===== config.mk =====
export PLATFORM = sky130hd
export DESIGN_NAME = led_pwm_apb
export DESIGN_NICKNAME = d
export VERILOG_FILES = /design/src/rtl/led_pwm_apb.sv
export SDC_FILE = /design/constraint.sdc
export NUM_CORES = 1
export LEC_CHECK = 0
export ABC_AREA = 1
export CAP_MARGIN = 15
export CORE_MARGIN = 5
export CORE_UTILIZATION = 57
export CTS_BUF_LIST = sky130_fd_sc_hd__clkbuf_2 sky130_fd_sc_hd__clkbuf_4 sky130_fd_sc_hd__clkbuf_8
export CTS_CLUSTER_DIAMETER = 150
export DETAILED_ROUTE_END_ITERATION = 8
export PLACE_DENSITY = 0.81
export REMOVE_ABC_BUFFERS = 1
export SYNTH_ARGS = -nofsm -noshare
export SYNTH_HDL_FRONTEND = slang
export SYNTH_SLANG_ARGS = --single-unit
export TNS_END_PERCENT = 100

===== constraint.sdc =====
create_clock -name io_systemClk -period 2.3 [get_ports io_systemClk]
set_input_delay 0.69 -clock io_systemClk [delete_from_list [all_inputs] [get_ports io_systemClk]]
set_output_delay 0.69 -clock io_systemClk [all_outputs]
set_load 0.02 [all_outputs]

===== src/rtl/led_pwm_apb.sv =====
// led_pwm_apb: APB3 slave driving four LEDs with double-buffered 8-bit PWM duty cycles.
// Define LED_PWM_BREATHE_EN to add the per-channel breathe ramp register at 0x10.
module led_pwm_apb #(
    parameter logic [15:0] DEFAULT_PRESCALE = 16'd99
) (
    input  logic        io_systemClk,
    input  logic        io_asyncResetn,
    input  logic [4:0]  PADDR,
    input  logic        PSEL,
    input  logic        PENABLE,
    input  logic        PWRITE,
    input  logic [31:0] PWDATA,
    output logic [31:0] PRDATA,
    output logic        PREADY,
    output logic        PSLVERR,
    output logic [3:0]  leds
);
`ifdef LED_PWM_BREATHE_EN
    localparam logic [2:0] LAST_WORD = 3'd4;
`else
    localparam logic [2:0] LAST_WORD = 3'd3;
`endif
    logic [4:0]  ctrl;
    logic [15:0] prescale;
    logic [15:0] pre_cnt;
    logic [31:0] duty;
    logic [7:0]  cnt;
    logic        wrap_flag;
    logic [7:0]  duty_act [4];
    logic [7:0]  duty_src [4];
    logic [31:0] rdata;
    logic [2:0]  word;
    logic        access, err_addr, wr, rd, en, tick, wrap;
    logic        unused;

    assign unused   = &{1'b0, PADDR[1:0]};
    assign word     = PADDR[4:2];
    assign err_addr = word > LAST_WORD;
    assign access   = PSEL & PENABLE;
    assign wr       = access & PWRITE & ~err_addr;
    assign rd       = access & ~PWRITE & ~err_addr;
    assign PSLVERR  = access & err_addr;
    assign PREADY   = 1'b1;
    assign PRDATA   = rd ? rdata : 32'd0;
    assign en       = ctrl[0];
    assign tick     = en && pre_cnt >= prescale;
    assign wrap     = tick && cnt == 8'hFF;

`ifdef LED_PWM_BREATHE_EN
    logic [3:0] breathe;
    logic [3:0] up;
    logic [7:0] lvl      [4];
    logic [7:0] lvl_next [4];

    always_comb begin
        rdata = (word == 3'd0) ? {27'd0, ctrl} :
                (word == 3'd1) ? {16'd0, prescale} :
                (word == 3'd2) ? duty :
                (word == 3'd3) ? {23'd0, wrap_flag, cnt} : {28'd0, breathe};
        for (int ch = 0; ch < 4; ch++) begin
            lvl_next[ch] = up[ch] ? lvl[ch] + 8'd1 : lvl[ch] - 8'd1;
            duty_src[ch] = !breathe[ch] ? duty[8*ch +: 8] : en ? lvl_next[ch] : 8'd0;
        end
    end

    // Ramp turns around on reaching either end so each extreme lasts one period.
    always_ff @(posedge io_systemClk or negedge io_asyncResetn) begin
        if (!io_asyncResetn) begin
            breathe <= '0;
            up      <= '1;
            for (int ch = 0; ch < 4; ch++) lvl[ch] <= '0;
        end else begin
            if (wr && word == 3'd4) breathe <= PWDATA[3:0];
            for (int ch = 0; ch < 4; ch++) begin
                if (!en) begin
                    lvl[ch] <= '0;
                    up[ch]  <= 1'b1;
                end else if (wrap && breathe[ch]) begin
                    lvl[ch] <= lvl_next[ch];
                    if (up[ch] && lvl_next[ch] == 8'hFF) up[ch] <= 1'b0;
                    else if (!up[ch] && lvl_next[ch] == 8'h00) up[ch] <= 1'b1;
                end
            end
        end
    end
`else
    always_comb begin
        rdata = (word == 3'd0) ? {27'd0, ctrl} :
                (word == 3'd1) ? {16'd0, prescale} :
                (word == 3'd2) ? duty : {23'd0, wrap_flag, cnt};
        for (int ch = 0; ch < 4; ch++) duty_src[ch] = duty[8*ch +: 8];
    end
`endif

    // Set of WRAP has priority over a same-edge write-1-to-clear.
    always_ff @(posedge io_systemClk or negedge io_asyncResetn) begin
        if (!io_asyncResetn) begin
            ctrl      <= '0;
            prescale  <= DEFAULT_PRESCALE;
            duty      <= '0;
            wrap_flag <= 1'b0;
            pre_cnt   <= '0;
            cnt       <= '0;
            leds      <= '0;
            for (int ch = 0; ch < 4; ch++) duty_act[ch] <= '0;
        end else begin
            if (wr && word == 3'd0) ctrl <= PWDATA[4:0];
            if (wr && word == 3'd1) prescale <= PWDATA[15:0];
            if (wr && word == 3'd2) duty <= PWDATA;
            if (wrap) wrap_flag <= 1'b1;
            else if (wr && word == 3'd3 && PWDATA[8]) wrap_flag <= 1'b0;
            pre_cnt <= (!en || tick) ? 16'd0 : pre_cnt + 16'd1;
            cnt     <= !en ? 8'd0 : tick ? cnt + 8'd1 : cnt;
            for (int ch = 0; ch < 4; ch++) begin
                if (!en || wrap) duty_act[ch] <= duty_src[ch];
                leds[ch] <= (en && cnt < duty_act[ch]) ^ ctrl[ch+1];
            end
        end
    end
endmodule

# Word level (Yosys, flattened, before mapping)
# Cells that the tools add are included.
# Widths: inputs -> output; s select.
[op_classes]
n_bitwise = 12
add_sub_neg = 2
muxes = 9
n_reduce_logical = 16
n_eq_ne = 5
magnitude_cmp = 6
[ops]
columns = ["cell", "n"]
rows = [
  ["$mux 32", 4],
  ["$lt 8x8->1", 4],
  ["$add 16x1->16 const B", 1],
  ["$ge 16x16->1", 1],
  ["$mux 16", 1],
  ["$mux 8", 2],
  ["$logic_and 1x1->1", 11],
  ["$add 8x1->8 const B", 1],
  ["$eq 8x8->1 const B", 1],
  ["$and 1x1->1", 6],
  ["$eq 3x2->1 const B", 2],
  ["$xor 1x1->1", 4],
  ["$eq 3x1->1 const B", 1],
  ["$gt 3x2->1 const B", 1],
  ["$logic_not 3->1", 1],
  ["$logic_or 1x1->1", 2],
  ["$mux 1", 2],
  ["$ne 2x1->1 const B", 1],
  ["$not 1->1", 2],
  ["$reduce_bool 2->1", 1],
  ["$logic_not 1->1", 1],
]
[totals]
in_bits = 42
ff_bits = 114
out_inout_bits = 38

# Depth between registers and ports, before layout
[depth]
ltp_word = 7
ltp_mapped = 16
mapped_depth_nobuf = 15

# Worst setup path before layout
# No wires, ideal clock.
[synth_timing]
path_type = "in2out"
startpoint = "input PADDR[3]"
endpoint = "output PRDATA[0]"
t_arrival_ns = 1.804
stages = 4
slack_ns = -0.194
cell_sequence = "nor3_1 -> buf_2 -> a21oi_1 -> a221oi_1"
[synth_between]
elab_chain_cells = 5
word_cells_on_any_way = 10
cone_classes = "1 x order compare; 2 x eq/ne; 4 x mux; 2 x bitwise; 1 x reduce/logical"
[synth_rtl]
columns = ["element", "line_no", "rtl"]
rows = [
  ["start: declaration", "8", "input logic [4:0] PADDR,"],
  ["$eq 3x2->1", "90", "(word == 3'd2) ? duty : {23'd0, wrap_flag, cnt};"],
  ["$mux 32", "90", ""],
  ["$mux 32", "89", "(word == 3'd1) ? {16'd0, prescale} :"],
  ["$mux 32", "88", "rdata = (word == 3'd0) ? {27'd0, ctrl} :"],
  ["$mux 32 *", "44", "assign PRDATA = rd ? rdata : 32'd0;"],
  ["end: declaration", "13", "output logic [31:0] PRDATA,"],
]
# Every way passes the cells marked *; elsewhere a longest branch is shown, timed or not.

# Worst setup path after layout
[layout_timing]
startpoint = "input PADDR[2]"
endpoint = "output PRDATA[3]"
# The elaborated chain is that of the path after synthesis.

==> results_dict.tcl <==
set metrics [dict create \
    leakage_nw 4.225 \
    cts_sinks 114 \
    layout-drive-gt1-share 0.3167 \
    syn_inst 774 \
    combPwrFrac 0.251 \
    finalSetupTns_ps -3434 \
    crit_slowest_cell "a221oi_1" \
    seq_area_um2 2858 \
    antenna_violating_nets_post_route 0 \
    status "finished, violations left" \
    relSlewSlack 0.5796 \
    multi_input_area_um2 3473 \
    met1Wirelength_um 7378 \
    cts_tree "done" \
    cts_root_buffer "clkbuf_8" \
    path_clk_slew_ps 60 \
    min_period_over_period 1.135 \
    cap_violations 0 \
    setup_viol 32 \
    internal-power_w 0.004009 \
    yosys_most_used_dff "dfrtp_1" \
    grt_max_degree 50 \
    dieArea_um2 13750 \
    antenna_cells 0 \
    place_area_um2 7626 \
    violations "negative setup slack" \
    placeableCoreArea_um2 11370 \
    grt_remaining_overflow 0 \
    placed_cells 999 \
    dieWidth_um 117.2 \
    drt_iter0_markers 416 \
    drv_slew 0 \
    cpLargestDelayFamily "buffers and inverters" \
    avgSynthCellArea_um2 8.469 \
    wl_met3_um 1109 \
    async_flop_share 1.000 \
    clk_latency_ps 450 \
    die_y_um 117.2 \
    worst_slack_ps -310.7 \
    postCtsHoldBufs 0 \
    dr.pass1.iters 5 \
    path_class "input pin to output port" \
    rsz0062_at_grt "true" \
    grt_pass1_wl_um 29130 \
    grt_antenna_before_repair 0 \
    min_path_type "input pin to asynchronous set/reset pin" \
    path_max_fanout 7 \
    pin_count 80 \
    synth_area_leader_cell "dfrtp_1" \
    power_switching_w 0.001972 \
    dr_total_vias 5841 \
    vias_per_cell 5.584 \
    grtUsageTotal 0.2745 \
    gp_congestion 0.9135 \
    cp.arrival_ps 1920 \
    end_kind "output port" \
    synth_edf_count 0 \
    finalWirelength_um 18300 \
    power.share.clock 0.300 \
    routed-wl-met2_um 9251 \
    sw_frac_of_total 0.3297 \
    finalHoldViolCount 0 \
    seq_power_share 0.449 \
    final_cell_area_um2 8706 \
    clock_skew_ps 9.759 \
    cts_buffers 17 \
    power_w 0.005981 \
    port_buffers 76 \
    cts_buffer_depth 2 \
    cp_cell_sequence "buf_8 > inv_4 > nor3_4 > buf_6 > buf_6 > inv_6 > o211ai_1 > a221oi_1 > buf_2" \
    ir_drop_mv 0.5944 \
    fin_crit_ps 2611 \
    top_layer "met4" \
    cp.required_ps 1610 \
    max_freq_mhz 383.0 \
    wire_per_inst_um 17.50 \
    place_hpwl_um 11890 \
    max_stage_delay_ps 350 \
    htreeDepth 4 \
    syn_to_final_growth_pct 32.81 \
    synth.top_cell.area_share 0.4199 \
    synthTopCellsByArea "dfrtp_1 42%, ha_1 8.8%, nand2_1 8.2%" \
    synth-seq-cells 114 \
    synth_area_um2 6555 \
    grt_pass1_vias 6046 \
    fillCellCount 758 \
    initial_core_util 0.5765 \
    p_per_area_nw_per_um2 687.0 \
    crit_top_cell "buf_6" \
    yosysUniqueCellTypes 40 \
    num_rows 39 \
    synth_warnings 0 \
    drc 0 \
    post_layout_nonfiller_instances 1046 \
    start_kind "input pin" \
    ys_seq_area_frac 0.4360 \
    tightest_slew_ps 630.6 \
    fin_nets 978 \
    critPathBufInv 6 \
]
-- sequential cells by signal, summed over array words and instances (netlist names) --
signal and cells:
cnt 8, ctrl 5, duty 32, duty_act 32, leds 4, pre_cnt 16, prescale 16, wrap_flag 1
-- power by group through the flow --
stage                     combinational, W  clock [W]  sequential, W
after floorplan                   0.000852          0        0.00266
after global placement             0.00129          0        0.00266
after detailed placement           0.00137          0        0.00267
after CTS                          0.00144    0.00181        0.00266
after global routing               0.00169    0.00194        0.00272
final                              0.00150    0.00179        0.00269
-- stage by stage --
stage | hold WS (ps) | setup slack [ps] | util
final | 205.0 | -310.7 | 0.7657
after global routing | 210.6 | -318.8 | 0.7657
after CTS | 200.7 | -183.1 | 0.7480
after detailed placement | 483.2 | -1106 | 0.6707
after global placement | 468.5 | -1073 | 0.6707
after floorplan | 394.4 | -936.2 | -
-- Yosys cell counts, drive strengths merged, types with 2 or more instances --
master and n:
nand2 212, dfrtp 110, inv 105, o21ai 58, nand3 51, nor2 48, ha 46, a21oi 45
buf 20, mux2 16, nor3 10, clkbuf 9, nand4 9, o211ai 9, o21a 5, dfstp 4
a221oi 3, xnor2 3, xor2 3, o22ai 2
-- layout by cell type, fill, tap and decap left out, types with 8 or more instances in the layout --
cell type,instances
a21oi_1,33
a21oi_2,8
buf_12,11
buf_4,33
buf_6,34
clkbuf_8,21
clkdlybuf4s50_1,36
dfrtp_1,110
ha_1,46
inv_1,99
mux2_2,16
nand2_1,123
nand2_2,76
nand2_4,11
nand3_1,46
nand4_1,9
nor2_1,26
nor2_4,17
o211ai_1,9
o21ai_0,47
o21ai_1,10
-- area by class of cell --
type                            count  share of cell area
Multi-Input combinational cell    526              0.3990
Sequential cell                   114              0.3283
Timing Repair Buffer              125              0.1594
Inverter                          106             0.04901
Clock buffer                       26             0.03751
Tap cell                          143             0.02055
Clock inverter                      6            0.006324
-- cell families (layout without fill, tap and decap cells) --
family,Yosys count,in the layout,synth area share
compound gates,122,122,0.1012
other cells,1,1,0.0005721
xor+xnor,6,6,0.008018
flops,114,114,0.4360
mux,16,16,0.02749
fa+ha+maj,46,46,0.08780
simple gates,334,335,0.2483
buf+inv,135,263,0.09066
-- what timing repair did --
item,in CTS,in global routing
buffers inserted,6,5
resized for setup,317,35
cloned,4,1
pin swaps,21,13
endpoints found under the setup margin,33,35
-- per-layer routing --
metal  up-vias  GRT usage
met2       225     0.4638
met4         0     0.1246
met5         -          0
met3        48    0.05861
li1       2744          -
met1      2824     0.3369
-- final timing paths --
check	from	slack, ps	endpoint	cells after the start
min in group io_systemClk	prescale[5]	500	prescale[5]	2
max in group asynchronous	io_asyncResetn	1400	prescale[1]	2
min reg2reg	prescale[5]	500	prescale[5]	2
max reg2reg	prescale[1]	110	duty_act[24]	14
min	io_asyncResetn	210	duty[30]	1
max	PADDR[2]	-310	PRDATA[3]	9
(Power assumes the default switching activity.)
